<file path="config.mk">
export PLATFORM = sky130hd
export DESIGN_NAME = noc_credit_sender_flat
export DESIGN_NICKNAME = d
export VERILOG_FILES = /design/src/rtl/noc_credit_sender_pkg.sv /design/src/rtl/noc_credit_sender_if.sv /design/src/rtl/noc_sync_fifo.sv /design/src/rtl/noc_credit_sender.sv /design/src/flat_wrapper.sv
export SDC_FILE = /design/constraint.sdc
export NUM_CORES = 1
export LEC_CHECK = 0
export BUFFER_PORTS_ARGS = -buffer_cell sky130_fd_sc_hd__buf_4
export CAP_MARGIN = 30
export CORE_ASPECT_RATIO = 1.75
export CORE_MARGIN = 10
export CORE_UTILIZATION = 45
export DETAILED_ROUTE_END_ITERATION = 7
export PLACE_DENSITY_LB_ADDON = 0.12
export SYNTH_ARGS = -nofsm -noshare
export SYNTH_HDL_FRONTEND = slang
export SYNTH_SLANG_ARGS = --single-unit
</file>
<file path="constraint.sdc">
create_clock -name clk -period 4.37 [get_ports clk]
set_input_delay 0.6555 -clock clk [delete_from_list [all_inputs] [get_ports clk]]
set_output_delay 0.6555 -clock clk [all_outputs]
set_load 0.02 [all_outputs]
</file>
<file path="src/rtl/noc_credit_sender_pkg.sv">
// rtl/noc_credit_sender_pkg.sv - shared NoC widths, credit event encoding and width helper
`ifndef DATA_WIDTH
`define DATA_WIDTH 64
`endif

package noc_credit_sender_pkg;

  localparam int FLIT_WIDTH     = `DATA_WIDTH;
  localparam int DEF_CREDITS    = 4;
  localparam int DEF_FIFO_DEPTH = 4;

  typedef enum logic [1:0] {
    CR_HOLD,
    CR_TAKE,
    CR_RETURN,
    CR_OVERFLOW
  } credit_evt_e;

  function automatic int credit_width(input int credits);
    return $clog2(credits + 1);
  endfunction

endpackage

</file>
<file path="src/rtl/noc_credit_sender_if.sv">
// rtl/noc_credit_sender_if.sv - producer handshake plus router dataIn/validIn/yummyOut bundle
interface noc_credit_sender_if
  import noc_credit_sender_pkg::*;
#(
  parameter int DATA_WIDTH = FLIT_WIDTH
);
  logic [DATA_WIDTH-1:0] in_data;
  logic                  in_val;
  logic                  in_rdy;
  logic [DATA_WIDTH-1:0] dataOut;
  logic                  validOut;
  logic                  yummyIn;

  modport master (
    output in_data, in_val, yummyIn,
    input  in_rdy, dataOut, validOut
  );

  modport slave (
    input  in_data, in_val, yummyIn,
    output in_rdy, dataOut, validOut
  );
endinterface

</file>
<file path="src/rtl/noc_sync_fifo.sv">
// rtl/noc_sync_fifo.sv - parameterized synchronous FIFO, power-of-two depth
module noc_sync_fifo #(
  parameter int WIDTH = 64,
  parameter int DEPTH = 4
) (
  input  logic                       clk,
  input  logic                       reset,
  input  logic                       push,
  input  logic [WIDTH-1:0]           push_data,
  input  logic                       pop,
  output logic [WIDTH-1:0]           head,
  output logic                       full,
  output logic                       empty,
  output logic [$clog2(DEPTH+1)-1:0] count
);
  localparam int AW = $clog2(DEPTH);
  localparam int CW = $clog2(DEPTH + 1);
  localparam logic [CW-1:0] FULL_CNT = CW'(DEPTH);

  logic [WIDTH-1:0] mem [DEPTH];
  logic [AW-1:0]    wr_ptr;
  logic [AW-1:0]    rd_ptr;
  logic             do_push;
  logic             do_pop;

  assign do_push = push && !full;
  assign do_pop  = pop && !empty;
  assign full    = (count == FULL_CNT);
  assign empty   = (count == '0);
  assign head    = mem[rd_ptr];

  always_ff @(posedge clk) begin
    if (do_push) mem[wr_ptr] <= push_data;
  end

  // Pointers wrap naturally because DEPTH is a power of two.
  always_ff @(posedge clk) begin
    if (reset) begin
      wr_ptr <= '0;
      rd_ptr <= '0;
      count  <= '0;
    end else begin
      if (do_push) wr_ptr <= wr_ptr + 1'b1;
      if (do_pop)  rd_ptr <= rd_ptr + 1'b1;
      case ({do_push, do_pop})
        2'b10:   count <= count + 1'b1;
        2'b01:   count <= count - 1'b1;
        default: count <= count;
      endcase
    end
  end
endmodule

</file>
<file path="src/rtl/noc_credit_sender.sv">
// rtl/noc_credit_sender.sv - credit-gated flit launcher feeding one dynamic-node router input port
module noc_credit_sender
  import noc_credit_sender_pkg::*;
#(
  parameter int DATA_WIDTH = FLIT_WIDTH,
  parameter int CREDITS    = DEF_CREDITS,
  parameter int FIFO_DEPTH = DEF_FIFO_DEPTH
) (
  input  logic                             clk,
  input  logic                             reset_in,
  noc_credit_sender_if.slave               bus,
  output logic [credit_width(CREDITS)-1:0] credit_cnt,
  output logic                             credit_err
);
  localparam int CW  = credit_width(CREDITS);
  localparam int FCW = $clog2(FIFO_DEPTH + 1);
  localparam logic [CW-1:0]  MAX_CREDITS = CW'(CREDITS);
  localparam logic [FCW-1:0] FIFO_FULL   = FCW'(FIFO_DEPTH);

  logic [DATA_WIDTH-1:0] head;
  logic                  fifo_full;
  logic                  fifo_empty;
  logic [FCW-1:0]        fifo_count;
  logic [FCW-1:0]        fifo_next;
  logic                  accept;
  logic                  send;
  credit_evt_e           evt;

  assign accept = bus.in_val && bus.in_rdy && !fifo_full;
  assign send   = !fifo_empty && (credit_cnt != '0);

  noc_sync_fifo #(
    .WIDTH (DATA_WIDTH),
    .DEPTH (FIFO_DEPTH)
  ) u_fifo (
    .clk       (clk),
    .reset     (reset_in),
    .push      (accept),
    .push_data (bus.in_data),
    .pop       (send),
    .head      (head),
    .full      (fifo_full),
    .empty     (fifo_empty),
    .count     (fifo_count)
  );

  always_comb begin
    evt = CR_HOLD;
    if (send && !bus.yummyIn) begin
      evt = CR_TAKE;
    end else if (!send && bus.yummyIn) begin
      evt = (credit_cnt == MAX_CREDITS) ? CR_OVERFLOW : CR_RETURN;
    end
  end

  always_comb begin
    fifo_next = fifo_count;
    case ({accept, send})
      2'b10:   fifo_next = fifo_count + 1'b1;
      2'b01:   fifo_next = fifo_count - 1'b1;
      default: fifo_next = fifo_count;
    endcase
  end

  // in_rdy tracks next-cycle occupancy, so a pop while full reopens it one cycle later.
  always_ff @(posedge clk) begin
    if (reset_in) begin
      bus.dataOut  <= '0;
      bus.validOut <= 1'b0;
      bus.in_rdy   <= 1'b0;
      credit_cnt   <= MAX_CREDITS;
      credit_err   <= 1'b0;
    end else begin
      bus.validOut <= send;
      if (send) bus.dataOut <= head;
      bus.in_rdy <= (fifo_next != FIFO_FULL);
      case (evt)
        CR_TAKE:     credit_cnt <= credit_cnt - 1'b1;
        CR_RETURN:   credit_cnt <= credit_cnt + 1'b1;
        CR_OVERFLOW: credit_err <= 1'b1;
        default:     credit_cnt <= credit_cnt;
      endcase
    end
  end
endmodule

</file>
<file path="src/flat_wrapper.sv">
// flat-port wrapper written by rule: the top's interface ports become plain ports
module noc_credit_sender_flat import noc_credit_sender_pkg::*;
#(
  parameter int DATA_WIDTH = FLIT_WIDTH,
  parameter int CREDITS    = DEF_CREDITS,
  parameter int FIFO_DEPTH = DEF_FIFO_DEPTH
)
  (clk, reset_in, credit_cnt, credit_err, bus_in_data, bus_in_val, bus_yummyIn, bus_in_rdy, bus_dataOut, bus_validOut);
  noc_credit_sender_if #(.DATA_WIDTH(DATA_WIDTH)) bus_i ();
  input  logic clk;
  input  logic reset_in;
  output logic [credit_width(CREDITS)-1:0] credit_cnt;
  output logic credit_err;
  input wire logic [$bits(bus_i.in_data)-1:0] bus_in_data;
  input wire logic [$bits(bus_i.in_val)-1:0] bus_in_val;
  input wire logic [$bits(bus_i.yummyIn)-1:0] bus_yummyIn;
  output wire logic [$bits(bus_i.in_rdy)-1:0] bus_in_rdy;
  output wire logic [$bits(bus_i.dataOut)-1:0] bus_dataOut;
  output wire logic [$bits(bus_i.validOut)-1:0] bus_validOut;
  assign bus_i.in_data = bus_in_data;
  assign bus_i.in_val = bus_in_val;
  assign bus_i.yummyIn = bus_yummyIn;
  assign bus_in_rdy = bus_i.in_rdy;
  assign bus_dataOut = bus_i.dataOut;
  assign bus_validOut = bus_i.validOut;
  noc_credit_sender #(.DATA_WIDTH(DATA_WIDTH), .CREDITS(CREDITS), .FIFO_DEPTH(FIFO_DEPTH)) u_core (.clk(clk), .reset_in(reset_in), .bus(bus_i), .credit_cnt(credit_cnt), .credit_err(credit_err));
endmodule
</file>
# After elaboration in Yosys (flattened, before gate mapping)

Memory sizes are Yosys's and may differ from the RTL's. A register that Yosys moved wholly into a read port is not among the register bits.
Cells that the tools add are included.

Register bits after elaboration: 13
Bits in writable memories: 256
Input port bits: 68
Word-level logic and storage cells: 47
Memories kept: 1

Add/subtract/negate cells: 6
Eq/ne operators: 10
Mux-type cells: 8
Reduce and logical (&&, ||, !) cells: 15

Memories:

| name              | words | bits a word | read ports | clocked after memory_dff | wr ports | RTL line            | text |
|---|---|---|---|---|---|---|---|
| u_core.u_fifo.mem | 4     | 64          | 1          | 1                        | 1        | noc_sync_fifo.sv:20 | `logic [WIDTH-1:0] mem [DEPTH];` |

Operator list:

| operator                                                              | count |
|---|---|
| 3-bit case mux with 2 select lines                                    | 3 |
| 2-bit equality test, second input constant                            | 4 |
| 1-bit logical AND                                                     | 7 |
| 3-bit by 1-bit adder with 3-bit output, second input constant         | 2 |
| 2-bit by 1-bit equality test with 1-bit output, second input constant | 3 |
| 3-bit equality test, second input constant                            | 2 |
| 3-bit by 1-bit subtractor with 3-bit output, second input constant    | 2 |
| 2-bit by 1-bit adder with 2-bit output, second input constant         | 2 |
| 1-bit logical NOT                                                     | 4 |
| 2-bit 2-to-1 mux                                                      | 2 |
| 2-bit nonzero test                                                    | 2 |
| 3-bit logical NOT                                                     | 1 |
| 1-bit 2-to-1 mux                                                      | 3 |
| 3-bit inequality test, second input constant                          | 1 |
| 3-bit nonzero test                                                    | 1 |

# Logic depth before layout (Yosys ltp)

Word-level depth: 9
Gate-level depth with buffers: 11
Depth with buffers taken out: 11

# Cells and area by module

From an unflattened synthesis, not the netlist that was laid out.

Cells, all modules: 705
Area, all modules: 13016.2 um2

Modules (own cells, without submodules):

| module            | times used | cells an instance | area each (um2) | seq. area each (um2) |
|---|---|---|---|---|
| noc_sync_fifo     | 1          | 388               | 9785.6          | 7867.5 |
| noc_credit_sender | 1          | 317               | 3230.6          | 1401.3 |

# Worst setup path after synthesis

OpenSTA, ideal clock, no wires.

Path type: register to register
Start point: register u_core.u_fifo.count[0]
End point: memory u_core.u_fifo.mem[0][0] (enable)
Arrival time: 2.609 ns
Data required time: 3.941 ns
Setup slack: 1.333 ns
Stages on the path, launching flop included: 6
Buffers on the path: 0
Path through: dfxtp_1 inv_1 ha_1 and2_1 nor2_1 and2_1

Cells in the longest elaborated chain, start to end: 6

RTL lines:

| element                                  | RTL line                                     | text |
|---|---|---|
| from (decl)                              | noc_sync_fifo.sv:14                          | `output logic [$clog2(DEPTH+1)-1:0] count` |
| from (signal assigned)                   | noc_sync_fifo.sv:46                          | `2'b10: count <= count + 1'b1;` |
| from (signal assigned)                   | noc_sync_fifo.sv:47                          | `2'b01: count <= count - 1'b1;` |
| from (signal assigned)                   | noc_sync_fifo.sv:48                          | `default: count <= count;` |
| 3-bit equality test *                    | noc_sync_fifo.sv:28                          | `assign full = (count == FULL_CNT);` |
| 1-bit logical NOT *                      | noc_sync_fifo.sv:26, noc_credit_sender.sv:29 |  |
| 1-bit logical AND                        | noc_credit_sender.sv:29                      | `assign accept = bus.in_val && bus.in_rdy && !fifo_full;` |
| 1-bit logical AND *                      | noc_sync_fifo.sv:26                          | `assign do_push = push && !full;` |
| 1-bit 2-to-1 mux *                       | noc_sync_fifo.sv:33                          | `if (do_push) mem[wr_ptr] <= push_data;` |
| 1-bit 2-to-1 mux (implied by the code) * | noc_sync_fifo.sv:33                          |  |
| to (decl)                                | noc_sync_fifo.sv:20                          |  |

Every way passes the cells marked *; elsewhere a longest branch is shown, timed or not.

# Worst setup path in the final report

Start point: register u_core.u_fifo.count[0]
End point: register u_core.bus.in_rdy

Cells in the longest elaborated chain, start to end: 6

RTL lines:

| element                                                                               | RTL line                                         | text |
|---|---|---|
| 3-bit equality test or 3-bit logical NOT (tied branches)                              | noc_sync_fifo.sv:28, noc_sync_fifo.sv:29         |  |
| 1-bit logical NOT (on tied branches)                                                  | noc_credit_sender.sv:29, noc_credit_sender.sv:30 |  |
| 1-bit logical AND (on tied branches)                                                  | noc_credit_sender.sv:29, noc_credit_sender.sv:30 |  |
| 2-bit by 1-bit equality test with 1-bit output or 2-bit equality test (tied branches) | noc_credit_sender.sv:58                          | `case ({accept, send})` |
| 3-bit case mux with 2 select lines *                                                  | noc_credit_sender.sv:58                          |  |
| 3-bit inequality test *                                                               | noc_credit_sender.sv:76                          | `bus.in_rdy <= (fifo_next != FIFO_FULL);` |
| to (signal assigned)                                                                  | noc_credit_sender.sv:76                          |  |
| to (decl)                                                                             | noc_credit_sender_if.sv:21                       | `output in_rdy, dataOut, validOut` |

Marks and branches as above.
A chain may end at the register's enable or synchronous reset.

==> metrics.md <==
| Metric | Value |
|---|---|
| Avg Synthesized Cell Area | 21.18 sq um |
| Vias per Instance | 5.484 |
| Arr. time, crit path | 3.19 ns |
| GR Layer Usage met2 | 0.2602 |
| Hold_buf cts | 0 |
| Power density cells | 667.8 nW/um^2 |
| Total CTS buffers | 31 |
| DRT iter0 DRCs | 320 |
| Clock Tree Root | clkbuf_16 |
| Fillers | 2,070 |
| Gates resized, CTS repair | 0 |
| Detail Route Antenna Nets | 0 |
| Vias in the first global route | 6,580 |
| Critical path's largest stage delay | 0.53 ns |
| Hold crit path type | in2reg |
| Row cnt | 79 |
| CP Capture Type | register |
| Clock Skews | 0.01350 ns |
| Final hold violations | 0 |
| Crit-path cells | inv_1 > ha_1 > and2_1 > nor2_1 > inv_1 > ha_1 > or4b_1 > o311a_1 > o41a_1 |
| FFs w/ async S/R, synth | 0 |
| Post-layout nets | 801 |
| # diodes | 0 |
| RSZ-0062 raised after global routing | false |
| Post-Syn Nets | 652 |
| Primary FF master, synth | edfxtp_1 |
| HP Start | bus_in_data[13] |
| Die width | 143.9 um |
| DRT Pass-1 Iters | 4 |
| Initial core utilization | 0.4548 |
| CP Max Fanout | 7 |
| Core area | 26,590 sq um |
| Worst-Skew Late Latency | 0.56 ns |
| Critical Path Start | u_core.u_fifo.count[0] |
| Total negative slack | 0 ns |
| Hold Path End | u_core.u_fifo.mem[0][13] |
| Crit Path Category | reg2reg |
| Final-report max-slew violation count | 0 |
| Outcome | completed |
| Fmax | 0.3628 GHz |
| Antenna violations before repair | 1 |
| Reg2reg start | u_core.u_fifo.count[0] |
| IO Pins | 138 |
| FF+latch count, synth | 333 |
| Reg clk slew, reported paths | 0.06 ns |
| CTS tree | yes |
| Grt met3 use | 0.03106 |
| WL final | 24,110 um |
| Post-synthesis cell count | 571 |
| PortBufs | 137 |
| Die area | 34,090 sq um |
| WHS Path Cells | 1 |
| Worst reg2reg path depth | 9 |
| Layout cells sized above 1 | 0.4255 |
| # clock sinks | 333 |
| Fin crit period | 2.757 ns |
| DP Wirelength | 14,720 um |
| First-pass GRT wire length | 37,650 um |
| Actual transition at the worst max-transition pin | 0.8280 ns |
| Yosys warning total | 0 |
| Max rail drop VDD | 0.0004744 V |
| Top Usage Layer GRT | met2 |
| Synthesized area | 12,090 sq um |
| Crit path required time | 4.80 ns |
| Most common library cell in the layout ignoring fill and taps | edfxtp_1 |
| Grt total ovfl | 0 |
| EDFF count, synth | 256 |
| Setup Fix Bufs, Post-CTS | 0 |
| Fin crit share | 0.6308 |
| GRT Overall Usage | 0.1432 |
| Most frequent cells in the layout | 256 x edfxtp_1, 141 x buf_4, 75 x dfxtp_1, 64 x mux4_2, 48 x a22o_2 |
| Worst setup SP type | register |
| Endpoints failing setup | 0 |
| Distinct cells, synth | 39 |
| Final GP Congestion | 0.7435 |
| Post-synthesis sequential area ratio | 0.7632 |
| Reg2reg end | u_core.bus.in_rdy |
| Max Root-Sink Buffers | 3 |
| H-tree Lvls | 1 |
| R2R Setup Slk | 1.61 ns |
| Wirelength per Cell | 22.56 um |
| Met1 GRT Util | 0.1625 |
| Leak | 5.086 nW |
| DRC | 0 |
| Largest net degree at the start of global routing | 66 |
| Area growth syn-to-layout | 20.00% |
| Max capacitance violation total | 0 |
| Via count | 5,862 |
| Min Hold Slack | 0.2919 ns |
| Die Y | 236.9 um |
| CP max stage cell | or4b_1 |
| Max-slew headroom | 0.4480 |
[routing by layer]
metal  wire length, um  up-vias  part of all wire
met4               401        2             0.017
met1              9194     3063              0.38
met3              1170       29             0.049
met5                20        -           0.00083
met2             13330      119              0.55
li1                  -     2649                 -
[cell type report]
class,count,area (sq um),area share
flip-flops and latches,333,9236,0.6365
multi-input cells,199,2633,0.1814
repair buffers,146,1166,0.08036
clock buffers,49,924.6,0.06372
well taps,324,405.4,0.02794
clock inverters,9,112.6,0.007760
inverters,9,33.78,0.002328
[critical path: cells and delay by family, from the launching register on]
kind	cells	cell delay (ns)
compound gates	2	0.47
buf+inv	2	0.19
simple gates	3	1.08
fa+ha+maj	2	0.51
flops	1	0.37
[stage by stage]
| step | power, mW | cells | util | worst slack, ns | area, sq um |
|---|---|---|---|---|---|
| after detailed placement | 7.139 | 1011 | 0.5068 | 1.681 | 13470 |
| final | 9.691 | 1069 | 0.5458 | 1.613 | 14510 |
| after floorplan | 6.147 | 571 | - | 1.333 | 12090 |
| after global placement | 7.035 | 1006 | 0.5027 | 1.786 | 13370 |
| after CTS | 9.845 | 1069 | 0.5458 | 1.648 | 14510 |
| after global routing | 10.16 | 1069 | 0.5458 | 1.465 | 14510 |
[cells in the mapped netlist, types with 2 or more instances]
master	n	area share
xnor2_1	2	0.0014
nor2_1	10	0.0031
xor2_1	2	0.0014
clkbuf_1	13	0.0040
mux4_2	64	0.12
a21oi_1	5	0.0021
edfxtp_1	256	0.64
o21ai_0	5	0.0021
or3_1	3	0.0016
a22o_2	48	0.040
buf_8	6	0.0074
inv_1	9	0.0028
ha_1	12	0.012
nor3_1	2	0.00083
a22o_1	16	0.012
nand2_1	3	0.00093
a311oi_1	2	0.0014
buf_2	8	0.0033
dfxtp_1	77	0.13
and2_1	6	0.0031
mux2i_1	2	0.0017
buf_6	3	0.0028
[flip-flops by register name, summed over array words and instances, names as in the netlist]
signal                flops
u_core.u_fifo.mem       256
u_core.bus.dataOut       64
u_core.credit_cnt         3
u_core.u_fifo.count       3
u_core.u_fifo.rd_ptr      2
u_core.u_fifo.wr_ptr      2
u_core.bus.in_rdy         1
u_core.bus.validOut       1
u_core.credit_err         1
[power breakdown]
part,leakage (nW),switching (mW),internal [mW]
Combinational,1.62,1.35,1.35
Clock,0.506,1.11,1.57
Sequential,2.96,0.398,3.90
Total,5.09,2.86,6.83
[kinds of logic (layout without fill, tap and decap cells)]
kind of cell,after synthesis,after routing,synth area share
flops,333,333,0.7632
compound gates,84,84,0.06332
mux,66,66,0.1208
buf+inv,39,213,0.02038
simple gates,32,32,0.01531
fa+ha+maj,13,13,0.01407
xor+xnor,4,4,0.002898
[worst max-delay path by stage]
stage / to / slack, ns / cells past startpoint
after global routing: u_core.bus.in_rdy / 1.47 / 9
after detailed placement: u_core.bus.in_rdy / 1.68 / 9
after floorplan: u_core.u_fifo.mem[0][0] / 1.33 / 5
after global placement: u_core.bus.in_rdy / 1.79 / 9
final: u_core.bus.in_rdy / 1.61 / 9
after CTS: u_core.bus.in_rdy / 1.65 / 9
Note: power is estimated with default switching activity, not from simulation.
